==> src/rtl/lsu_pkg.sv <==
`default_nettype none
// +--------------------------------------------------------------------------+
// | lsu_pkg : shared types and constants for the load/store unit             |
// | Rev 1.0                                                                  |
// +--------------------------------------------------------------------------+
package lsu_pkg;

  typedef enum logic [2:0] {
    S_IDLE = 3'd0,
    S_RD   = 3'd1,
    S_RDW  = 3'd2,
    S_WR   = 3'd3,
    S_RESP = 3'd4
  } lsu_state_t;

  localparam logic [2:0] F3_B  = 3'b000;
  localparam logic [2:0] F3_H  = 3'b001;
  localparam logic [2:0] F3_W  = 3'b010;
  localparam logic [2:0] F3_BU = 3'b100;
  localparam logic [2:0] F3_HU = 3'b101;

  localparam int DEFAULT_MEM_WORDS = 256;

  // Only funct3 codes that name a real access for the given direction are legal.
  function automatic logic f3_legal(input logic we, input logic [2:0] f3);
    if (we) begin
      f3_legal = (f3 == F3_B) || (f3 == F3_H) || (f3 == F3_W);
    end else begin
      f3_legal = (f3 == F3_B) || (f3 == F3_H) || (f3 == F3_W) ||
                 (f3 == F3_BU) || (f3 == F3_HU);
    end
  endfunction

endpackage
`default_nettype wire

==> src/rtl/lsu_align.sv <==
`default_nettype none
// +--------------------------------------------------------------------------+
// | lsu_align : little-endian lane extract/extend and byte/half store merge  |
// | Rev 1.0                                                                  |
// +--------------------------------------------------------------------------+
module lsu_align
  import lsu_pkg::*;
(
  input  logic [31:0] word,
  input  logic [1:0]  addr_lo,
  input  logic [2:0]  funct3,
  input  logic [31:0] wdata,
  output logic [31:0] rdata,
  output logic [31:0] merged
);

  logic [7:0]  w_byte;
  logic [15:0] w_half;

  always_comb begin
    w_byte = 8'h00;
    case (addr_lo)
      2'd0:    w_byte = word[7:0];
      2'd1:    w_byte = word[15:8];
      2'd2:    w_byte = word[23:16];
      default: w_byte = word[31:24];
    endcase
    w_half = addr_lo[1] ? word[31:16] : word[15:0];
  end

  always_comb begin
    rdata = word;
    case (funct3)
      F3_B:    rdata = {{24{w_byte[7]}}, w_byte};
      F3_H:    rdata = {{16{w_half[15]}}, w_half};
      F3_BU:   rdata = {24'h000000, w_byte};
      F3_HU:   rdata = {16'h0000, w_half};
      default: rdata = word;
    endcase
  end

  always_comb begin
    merged = word;
    case (funct3)
      F3_B: begin
        case (addr_lo)
          2'd0:    merged[7:0]   = wdata[7:0];
          2'd1:    merged[15:8]  = wdata[7:0];
          2'd2:    merged[23:16] = wdata[7:0];
          default: merged[31:24] = wdata[7:0];
        endcase
      end
      F3_H: begin
        if (addr_lo[1]) merged[31:16] = wdata[15:0];
        else            merged[15:0]  = wdata[15:0];
      end
      default: merged = wdata;
    endcase
  end

endmodule
`default_nettype wire

==> src/rtl/load_store_unit.sv <==
`default_nettype none
// +--------------------------------------------------------------------------+
// | load_store_unit : single-outstanding load/store initiator with RMW for   |
// |                   byte/half stores to a word-only memory. Rev 1.0        |
// +--------------------------------------------------------------------------+
module load_store_unit
  import lsu_pkg::*;
#(
  parameter int MEM_WORDS = DEFAULT_MEM_WORDS
) (
  input  logic        clk,
  input  logic        reset,
  input  logic        req_valid,
  output logic        req_ready,
  input  logic        req_we,
  input  logic [2:0]  req_funct3,
  input  logic [31:0] req_addr,
  input  logic [31:0] req_wdata,
  output logic        resp_valid,
  output logic [31:0] resp_rdata,
  output logic        resp_err,
  output logic [31:0] mem_addr,
  output logic [31:0] mem_write_data,
  output logic        mem_memwrite,
  output logic        mem_memread,
  input  logic [31:0] mem_read_data
);

  localparam logic [31:0] c_mem_words = 32'(MEM_WORDS);

  lsu_state_t  r_state;
  lsu_state_t  w_next;

  logic        r_we;
  logic [2:0]  r_f3;
  logic [1:0]  r_addr_lo;
  logic [31:0] r_wdata;
  logic        r_err;
  logic [31:0] r_rdata;
  logic [31:0] r_wword;
  logic [31:0] r_mem_addr;

  logic        w_accept;
  logic        w_misalign;
  logic        w_range;
  logic        w_req_err;
  logic [31:0] w_extract;
  logic [31:0] w_merged;

  assign w_accept   = req_valid && (r_state == S_IDLE);
  assign w_misalign = ((req_funct3 == F3_W) && (req_addr[1:0] != 2'b00)) ||
                      (((req_funct3 == F3_H) || (req_funct3 == F3_HU)) && req_addr[0]);
  assign w_range    = ({2'b00, req_addr[31:2]} >= c_mem_words);
  assign w_req_err  = w_misalign || w_range || !f3_legal(req_we, req_funct3);

  lsu_align u_align (
    .word    (mem_read_data),
    .addr_lo (r_addr_lo),
    .funct3  (r_f3),
    .wdata   (r_wdata),
    .rdata   (w_extract),
    .merged  (w_merged)
  );

  always_ff @(posedge clk or negedge reset) begin
    if (!reset) r_state <= S_IDLE;
    else        r_state <= w_next;
  end

  always_comb begin
    w_next = r_state;
    case (r_state)
      S_IDLE: begin
        if (w_accept) begin
          if (w_req_err)                           w_next = S_RESP;
          else if (req_we && (req_funct3 == F3_W)) w_next = S_WR;
          else                                     w_next = S_RD;
        end
      end
      S_RD:    w_next = S_RDW;
      S_RDW:   w_next = r_we ? S_WR : S_RESP;
      S_WR:    w_next = S_RESP;
      S_RESP:  w_next = S_IDLE;
      default: w_next = S_IDLE;
    endcase
  end

  always_comb begin
    req_ready      = (r_state == S_IDLE);
    mem_memread    = (r_state == S_RD);
    mem_memwrite   = (r_state == S_WR);
    mem_write_data = (r_state == S_WR) ? r_wword : 32'h0;
    mem_addr       = r_mem_addr;
    resp_valid     = (r_state == S_RESP);
    resp_err       = (r_state == S_RESP) && r_err;
    resp_rdata     = (r_state == S_RESP) ? r_rdata : 32'h0;
  end

  // Request capture on accept; RDW either latches the load result or the merged store word.
  always_ff @(posedge clk or negedge reset) begin
    if (!reset) begin
      r_we       <= 1'b0;
      r_f3       <= 3'b000;
      r_addr_lo  <= 2'b00;
      r_wdata    <= 32'h0;
      r_err      <= 1'b0;
      r_rdata    <= 32'h0;
      r_wword    <= 32'h0;
      r_mem_addr <= 32'h0;
    end else begin
      if (w_accept) begin
        r_we      <= req_we;
        r_f3      <= req_funct3;
        r_addr_lo <= req_addr[1:0];
        r_wdata   <= req_wdata;
        r_err     <= w_req_err;
        r_rdata   <= 32'h0;
        r_wword   <= req_wdata;
        // Rejected requests never reach the memory, so the address bus keeps its old value.
        if (!w_req_err) r_mem_addr <= {2'b00, req_addr[31:2]};
      end
      if (r_state == S_RDW) begin
        if (r_we) r_wword <= w_merged;
        else      r_rdata <= w_extract;
      end
    end
  end

endmodule
`default_nettype wire

==> config.mk <==
export PLATFORM = sky130hd
export DESIGN_NAME = load_store_unit
export DESIGN_NICKNAME = d
export VERILOG_FILES = /design/src/rtl/lsu_pkg.sv /design/src/rtl/lsu_align.sv /design/src/rtl/load_store_unit.sv
export SDC_FILE = /design/constraint.sdc
export NUM_CORES = 1
export LEC_CHECK = 0
export CAP_MARGIN = 20
export CORE_UTILIZATION = 46
export CTS_BUF_LIST = sky130_fd_sc_hd__clkbuf_2 sky130_fd_sc_hd__clkbuf_4 sky130_fd_sc_hd__clkbuf_8
export DETAILED_ROUTE_END_ITERATION = 8
export HOLD_SLACK_MARGIN = 0.02
export PLACE_DENSITY = 0.77
export SLEW_MARGIN = 30
export SYNTH_ARGS = -nofsm -noshare
export SYNTH_HDL_FRONTEND = slang
export SYNTH_HIERARCHICAL = 1
export SYNTH_SLANG_ARGS = --single-unit
==> constraint.sdc <==
create_clock -name clk -period 6.5 [get_ports clk]
set_clock_uncertainty 0.2 [all_clocks]
set_input_delay 1.3 -clock clk [delete_from_list [all_inputs] [get_ports clk]]
set_output_delay 1.3 -clock clk [all_outputs]
set_load 0.02 [all_outputs]
==> flow_metrics.tcl <==
set metrics [dict create \
    cp_cell_sequence "and3b_2, and2_1, clkdlybuf4s50_1" \
    avgSynthCellArea_um2 9.42 \
    crit_required_ns 5.00 \
    worst_pin_slew_ns 0.916 \
    drive_above_1_share_pct 11.3 \
    ys.flop_type "dfrtp_1" \
    clock_path_buffers 2 \
    vdd_drop_max_mv 0.135 \
    cp.depth 3 \
    fillerInstances 1307 \
    vias 6349 \
    htreeDepth 4 \
    grt_max_degree 90 \
    cts_made_buffers 17 \
    power.leakage_nw 4.28 \
    worstRegToRegCells 5 \
    hpwl_um 14800 \
    min_period_ns 3.94 \
    synth_top_area_share_pct 47.0 \
    first_pass_iters 6 \
    post-cts-setup-buffer-count 0 \
    post-route-period-util_pct 60.6 \
    dr.first_iter.drc_count 556 \
    cp-start-kind "register" \
    ys_seq_elements 136 \
    routed_via_density 5.44 \
    detailed_place.area_um2 9350 \
    grt_use_total_pct 26.8 \
    final_core_util_pct 64.1 \
    cts_resized 0 \
    numClockSinks 136 \
    relSlewSlack_pct 38.8 \
    design_area_um2 9820 \
    hold_viol 0 \
    netlist_area_um2 7250 \
    cp_max_fo 33 \
    async_reset_ff_share_pct 100 \
    reg2reg_from "r_state[0]$_DFFE_PN0P_" \
    end_kind "primary output" \
    num_io_pins 204 \
    holdPathEnd "mem_addr[4]$_DFFE_PN0P_" \
    die_y_um 128 \
    drv_slew 0 \
    slowest_delay_ns 0.62 \
    num-nets-final 1047 \
    drc 0 \
    critical_path_arrival_ns 2.44 \
    path_class "register to primary output" \
    insertion_delay_ns 0.45 \
    rsz0062_at_grt "false" \
    routed_wirelength_um 20900 \
    place.gp.congestion 0.952 \
    layout_common_cells "clkdlybuf4s50_1 (200), nand2_1 (170), dfrtp_1 (135)" \
    timing.hold.worst_path_depth 1 \
    die_area_um2 16300 \
    r2r_end "mem_addr[0]$_DFFE_PN0P_" \
    yosysUniqueCellTypes 57 \
    coreArea_um2 15300 \
    grt-ovfl-total 0 \
    fin_setup_tns_ns 0 \
    area_growth_pct 35.5 \
    antenna_cells 0 \
    yosysWarnings 6 \
    drv_cap 0 \
    status "finished clean" \
    die_w_um 128 \
    wl_per_cell_um 17.9 \
    ys_seq_area_share_pct 47.0 \
    rows 45 \
    critPathSlowestCell "and3b_2" \
    synth_top_area_cell "dfrtp_1" \
    ctsHoldBuffers 0 \
    final_common_cell "clkdlybuf4s50_1" \
    synth_cells 769 \
    grt_pass1_vias 6031 \
    worst-path-buf-inv 1 \
    synth_area_leaders "dfrtp_1 (47%), nand2_1 (8.8%), mux2_2 (8.1%)" \
    grt_pass1_wl_um 33200 \
    antenna_found_initial 0 \
    instances_no_fill 1168 \
    crit_family "simple AND/OR/NAND/NOR gates" \
    hold_class "register to register" \
    cts_tree "built" \
    dp.cells 1136 \
    r2r_slack_ns 3.40 \
    power.density_nw_per_um2 230 \
    synth_edf_count 0 \
    port_buffers 201 \
    root_buffer "clkbuf_8" \
    hp-start "mem_addr[4]$_DFFE_PN0P_" \
    clk_pin_slew_ns 0.08 \
    setup_viol 0 \
    ant_nets 0 \
    clock.fmax_mhz 254 \
    start_util_pct 47.3 \
]
routing by layer:
metal	part of all wire [%]	up-vias	global-route usage (%)
li1	-	2988	-
met1	43	3039	36.4
met2	45	294	40.8
met3	9.5	28	7.96
met4	1.7	0	8.89
met5	0	-	0
final cells by class:
| type | count | area [um^2] | area share [%] |
|---|---|---|---|
| inverter | 13 | 48.8 | 0.497 |
| multi-input combinational | 567 | 3560 | 36.3 |
| clock inverter | 14 | 220 | 2.24 |
| timing repair buffer | 209 | 2070 | 21.1 |
| tap | 211 | 264 | 2.69 |
| clock buffer | 18 | 248 | 2.52 |
| sequential | 136 | 3400 | 34.7 |
sequential cells by signal, summed over array words and instances, names as in the netlist:
signal	flops
r_err	1
r_f3	3
r_addr_lo	2
r_state	3
r_wword	32
r_rdata	32
r_wdata	32
r_we	1
mem_addr	30
through the flow:
step / power [mW] / hold WS (ns) / setup slack (ns)
global route: 2.36 / 0.317 / 2.43
CTS: 2.26 / 0.303 / 2.53
global placement: 1.44 / 0.268 / 2.23
detailed placement: 1.45 / 0.283 / 2.16
finish: 2.26 / 0.295 / 2.56
floorplan: 1.27 / 0.279 / 3.39
where the power goes:
group,switching (mW),internal [mW]
Combinational,0.233,0.212
Sequential,0.0787,0.917
Clock,0.348,0.470
Total,0.660,1.60
logic make-up after synthesis:
| logic type | after synthesis | share of synthesized area, % |
|---|---|---|
| other | 1 | 0.0517 |
| AOI/OAI and AO/OA | 137 | 11.8 |
| DFF | 136 | 47.0 |
| buffers and inverters | 67 | 4.26 |
| muxes | 95 | 14.1 |
| and+or+nand+nor | 333 | 22.8 |
synth_stat cells (all sizes together) (10+ instances only):
cell type and count:
mux2 59, a21oi 10, nand2 170, dfrtp 136, nor2b 26, nor2 23
and2 67, mux2i 36, clkbuf 30, buf 24, o21ai 80, inv 12
worst max-delay path by stage:
stage | startpoint | end
after floorplan | req_valid | mem_addr[2]$_DFFE_PN0P_
after global placement | req_valid | mem_addr[1]$_DFFE_PN0P_
after detailed placement | req_valid | mem_addr[0]$_DFFE_PN0P_
after CTS | r_state[0]$_DFFE_PN0P_ | mem_write_data[13]
after global routing | r_state[0]$_DFFE_PN0P_ | mem_write_data[13]
final | r_state[0]$_DFFE_PN0P_ | mem_write_data[13]
(Power assumes the default switching activity.)
